File: src/rtl/load_store_unit.sv
// load_store_unit: RV64 load/store initiator for an 8-byte-wide, byte-addressed data memory.
// Optional `MISALIGN_TRAP_EN: misaligned half/word/double accesses are rejected as errors.
module load_store_unit #(
  parameter int MEM_BYTES = 512
) (
  input  logic        clk,
  input  logic        reset,
  input  logic        start,
  input  logic        is_store,
  input  logic [2:0]  funct3,
  input  logic [63:0] base,
  input  logic [63:0] offset,
  input  logic [63:0] store_data,
  output logic        busy,
  output logic        done,
  output logic        error,
  output logic [63:0] load_result,
  output logic        mem_read,
  output logic        mem_write,
  output logic [63:0] mem_address,
  output logic [63:0] mem_write_data,
  input  logic [63:0] mem_read_data
);

  localparam logic [2:0] IDLE  = 3'd0;
  localparam logic [2:0] RD    = 3'd1;
  localparam logic [2:0] RESP  = 3'd2;
  localparam logic [2:0] MERGE = 3'd3;
  localparam logic [2:0] WR    = 3'd4;
  localparam logic [2:0] ERR   = 3'd5;

  localparam logic [63:0] MAX_ADDR = 64'(MEM_BYTES - 8);

  logic [2:0]  state;
  logic [63:0] addr_q;
  logic [2:0]  funct3_q;
  logic        is_store_q;
  logic [31:0] store_data_q;

  logic [63:0] req_addr;
  logic        funct3_ok;
  logic        range_ok;
  logic        align_ok;
  logic        req_ok;
  logic [63:0] load_ext;
  logic [63:0] merged;

  assign req_addr = base + offset;

  // Request legality is decided once, at accept, from the live inputs.
  always_comb begin
    funct3_ok = is_store ? (funct3[2] == 1'b0) : (funct3 != 3'b111);
    range_ok  = (req_addr <= MAX_ADDR);
`ifdef MISALIGN_TRAP_EN
    case (funct3[1:0])
      2'b01:   align_ok = (req_addr[0] == 1'b0);
      2'b10:   align_ok = (req_addr[1:0] == 2'b00);
      2'b11:   align_ok = (req_addr[2:0] == 3'b000);
      default: align_ok = 1'b1;
    endcase
`else
    align_ok = 1'b1;
`endif
    req_ok = funct3_ok && range_ok && align_ok;
  end

  always_comb begin
    case (funct3_q)
      3'b000:  load_ext = {{56{mem_read_data[7]}},  mem_read_data[7:0]};
      3'b001:  load_ext = {{48{mem_read_data[15]}}, mem_read_data[15:0]};
      3'b010:  load_ext = {{32{mem_read_data[31]}}, mem_read_data[31:0]};
      3'b100:  load_ext = {56'd0, mem_read_data[7:0]};
      3'b101:  load_ext = {48'd0, mem_read_data[15:0]};
      3'b110:  load_ext = {32'd0, mem_read_data[31:0]};
      default: load_ext = mem_read_data;
    endcase
  end

  // Sub-doubleword stores overwrite only the low bytes of the doubleword just read.
  always_comb begin
    merged = mem_read_data;
    case (funct3_q[1:0])
      2'b00:   merged[7:0]  = store_data_q[7:0];
      2'b01:   merged[15:0] = store_data_q[15:0];
      2'b10:   merged[31:0] = store_data_q;
      default: merged = mem_read_data;
    endcase
  end

  always_ff @(posedge clk) begin
    if (reset) begin
      state          <= IDLE;
      addr_q         <= 64'd0;
      funct3_q       <= 3'd0;
      is_store_q     <= 1'b0;
      store_data_q   <= 32'd0;
      done           <= 1'b0;
      error          <= 1'b0;
      load_result    <= 64'd0;
      mem_write_data <= 64'd0;
    end else begin
      done  <= 1'b0;
      error <= 1'b0;
      case (state)
        IDLE: begin
          if (start) begin
            addr_q       <= req_addr;
            funct3_q     <= funct3;
            is_store_q   <= is_store;
            store_data_q <= store_data[31:0];
            if (!req_ok) begin
              state <= ERR;
            end else if (is_store && (funct3[1:0] == 2'b11)) begin
              mem_write_data <= store_data;
              state          <= WR;
            end else begin
              state <= RD;
            end
          end
        end
        RD:    state <= is_store_q ? MERGE : RESP;
        RESP: begin
          load_result <= load_ext;
          done        <= 1'b1;
          state       <= IDLE;
        end
        MERGE: begin
          mem_write_data <= merged;
          state          <= WR;
        end
        WR: begin
          done  <= 1'b1;
          state <= IDLE;
        end
        ERR: begin
          done        <= 1'b1;
          error       <= 1'b1;
          load_result <= 64'd0;
          state       <= IDLE;
        end
        default: state <= IDLE;
      endcase
    end
  end

  assign busy        = (state != IDLE);
  assign mem_read    = (state == RD);
  assign mem_write   = (state == WR);
  assign mem_address = addr_q;

endmodule

File: config.mk
export PLATFORM = sky130hd
export DESIGN_NAME = load_store_unit
export DESIGN_NICKNAME = d
export VERILOG_FILES = /design/src/rtl/load_store_unit.sv
export SDC_FILE = /design/constraint.sdc
export NUM_CORES = 1
export LEC_CHECK = 0
export ABC_CLOCK_PERIOD_IN_PS = 5000
export BUFFER_PORTS_ARGS = -buffer_cell sky130_fd_sc_hd__buf_4
export CAP_MARGIN = 20
export CORE_MARGIN = 2
export CORE_UTILIZATION = 30
export DETAILED_ROUTE_END_ITERATION = 6
export RECOVER_POWER = 100
export REMOVE_ABC_BUFFERS = 1
export SYNTH_ARGS = -nofsm -noshare
export SYNTH_HDL_FRONTEND = slang
export SYNTH_SLANG_ARGS = --single-unit
export TNS_END_PERCENT = 50
File: constraint.sdc
create_clock -name clk -period 5 [get_ports clk]
set_input_delay 0.5 -clock clk [delete_from_list [all_inputs] [get_ports clk]]
set_output_delay 0.5 -clock clk [all_outputs]
set_load 0.02 [all_outputs]
==> reports/summary.txt <==
Skew final = 0.0153 ns
Max IR drop VDD = 209 µV
Routed WL = 63.5 mm
RSZ-0062 raised after global routing = no
Status = finished, violations left
F_max = 0.223 GHz
Final Non-Filler Cells = 3069
Initial core utilization = 30.4%
Gpl congestion = 0.916
Final Critical Period = 4.49 ns
DIE HEIGHT = 224 µm
Worst rel slew slack = -103%
Cell taking the most area after synthesis = dfxtp_1
Longest Clk Path Bufs = 3
Drt via density = 5.46
Iteration-0 DRC Markers = 1115
Post-CTS sizing = 0
Global-route wire length before repair = 95.1 mm
Number of enable flip-flop cells after synthesis = 0
Syn Std Cell Area = 14500 µm²
Distinct cells, synth = 79
Asr flop ratio synth = 0%
Req. time, crit path = 5.40 ns
CTS Hold Bufs = 0
Core Rows = 80
GRT Total Usage = 24.2%
Syn Area/Cell = 7.16 µm²
Clock Tree Root = clkbuf_16
Clock slew at reported path FFs = 0.06 ns
Synthesized flop and latch total = 233
Worst-skew pair later-pin latency = 0.56 ns
Post-Syn Instances = 2022
Crit Path Max Fanout = 32
DP HPWL = 49.3 mm
Layout area overhead = 30.5%
Synth top cells by count = nand2_1 (384), a21oi_1 (311), dfxtp_1 (233)
Power Density = 331 nW/µm²
Remaining DRCs = 0
Total vias in the final route = 16700
Design Power = 6.25 mW
Area contributors post-synth = dfxtp_1 (32%), a21oi_1 (11%), nand2_1 (10%), ha_1 (5.8%), o21ai_0 (5.7%)
Drt pass-1 iters = 7
Critical path class = primary input to flip-flop
FF-to-FF setup slack = 0.72 ns
Layout cells sized above 1 = 16.8%
CTS tree = built
CTS Buf Count = 28
Fin. Hold Viols = 0
Yosys warning total = 0
Die footprint = 50000 µm²
Final antenna-violating net count = 0
Seq/Total Area, Yosys = 32.2%
Final Cycle Share = 89.7%
Vias in the first global route = 16100
Top-count cell post-synth = nand2_1
I/O Pins = 460
Fin nets = 2762
Leakage power = 7.31 nW
Clock Sinks = 233
Post-CTS Setup Bufs = 0
Violated checks = capacitance limit, slew limit
CP endpoint kind = flip-flop
Critical path arrival = 4.88 ns
Dpl cells = 3016
Core Box Area = 47600 µm²
Startpoint class of the critical path = primary input
Top_reg_cell synth = dfxtp_1
Fin. max-slew vios = 263
Max-cap violations = 5
Chip Width = 224 µm
Remaining Overflow, GRT = 0
Yosys top cell area share = 32.2%
H-tree depth = 1
Fill cell count = 5119
Routed len/inst = 20.7 µm
Worst-margin pin slew = 3.03 ns
Fin util = 39.6%
Number of port buffers = 459
Initial antenna violation count = 3
Final setup vio count = 0
Largest net degree at the start of global routing = 131
HP Class = primary input to flip-flop
-- where the power goes --
| group | switching, mW | total (mW) | internal, mW | leakage (nW) |
|---|---|---|---|---|
| clock network | 0.864 | 2.04 | 1.18 | 0.454 |
| logic | 1.37 | 2.10 | 0.726 | 4.96 |
| registers | 0.0937 | 2.11 | 2.02 | 1.89 |
| total | 2.33 | 6.25 | 3.92 | 7.31 |
-- per-stage QoR --
stage	setup TNS (ns)	hold slack [ns]	worst slack (ns)	area, µm²
finish	0	0.202	0.515	18900
global route	0	0.187	0.167	18900
CTS	0	0.167	0.563	19700
detailed placement	0	0.446	0.000575	18800
global placement	0	0.438	0.111	18800
floorplan	-57.90	0.430	-1.01	13800
-- registers in the layout, indices dropped and copies added, names as in the netlist --
name,count
load_result,64
store_data_q,32
error,1
mem_write_data,64
done,1
is_store_q,1
state,3
funct3_q,3
mem_address,64
-- cell usage in the layout (no fill, tap or decap), types with 26 or more instances in the layout --
cell / netlist / final
clkbuf_16: 0 / 29
nand3_1: 51 / 51
ha_1: 67 / 67
o21ai_0: 164 / 163
xor2_1: 26 / 26
a311oi_1: 35 / 35
nor2_1: 164 / 164
clkbuf_1: 124 / 204
buf_4: 3 / 319
nor3_1: 72 / 72
nand2_1: 384 / 384
mux2i_1: 36 / 36
nand4_1: 44 / 44
a21oi_1: 311 / 309
dfxtp_1: 233 / 233
-- critical path: stages --
cell,delay [ns]
clkbuf_4,0.11
ha_1,0.22
fa_1,0.42
a211oi_2,0.31
o21ai_0,0.19
a22oi_1,0.20
buf_4,0.17
o211ai_1,0.21
a211oi_1,0.45
buf_4,0.18
nor2_1,0.04
xnor2_1,0.40
nor3b_1,0.29
and4_1,0.24
nand4_1,0.10
buf_4,0.18
nand2_1,0.06
clkbuf_4,0.41
a311oi_1,0.17
-- per-layer routing --
layer	vias up	wire length, µm	track usage, %
met5	-	5	0
met4	2	2440	9.18
met3	104	4380	4.18
met2	696	30000	41.9
met1	7878	26600	29.9
li1	8069	-	-
-- final timing paths --
path / start / end / cells after the start
hold / removal: store_data[6] / store_data_q[6] / 3
hold reg to reg: load_result[46] / load_result[46] / 2
setup reg to reg: state[0] / mem_address[15] / 6
setup / recovery: offset[0] / mem_write_data[51] / 19
-- layout make-up --
cell class	count	area (µm²)	share of cell area [%]
diodes	1	2.50	0.0132
clock buffers	37	796	4.21
clock inverters	15	120	0.636
inverters	19	71.3	0.378
multi-input cells	1616	9130	48.3
flip-flops and latches	233	4660	24.7
well taps	615	769	4.07
repair buffers	533	3330	17.7
-- logic make-up (layout without fill, tap and decap cells) --
logic type,Yosys count,after routing,synth area share (%)
AND/OR/NAND/NOR,811,811,25.2
adder cells (fa/ha/maj),68,68,5.93
other,0,1,0
buffers and inverters,173,604,4.87
multiplexers,36,36,2.49
flip-flops,233,233,32.2
XOR/XNOR,47,47,2.84
AO/OA/AOI/OAI,654,654,26.5
Power figures use the tool's default switching activity.
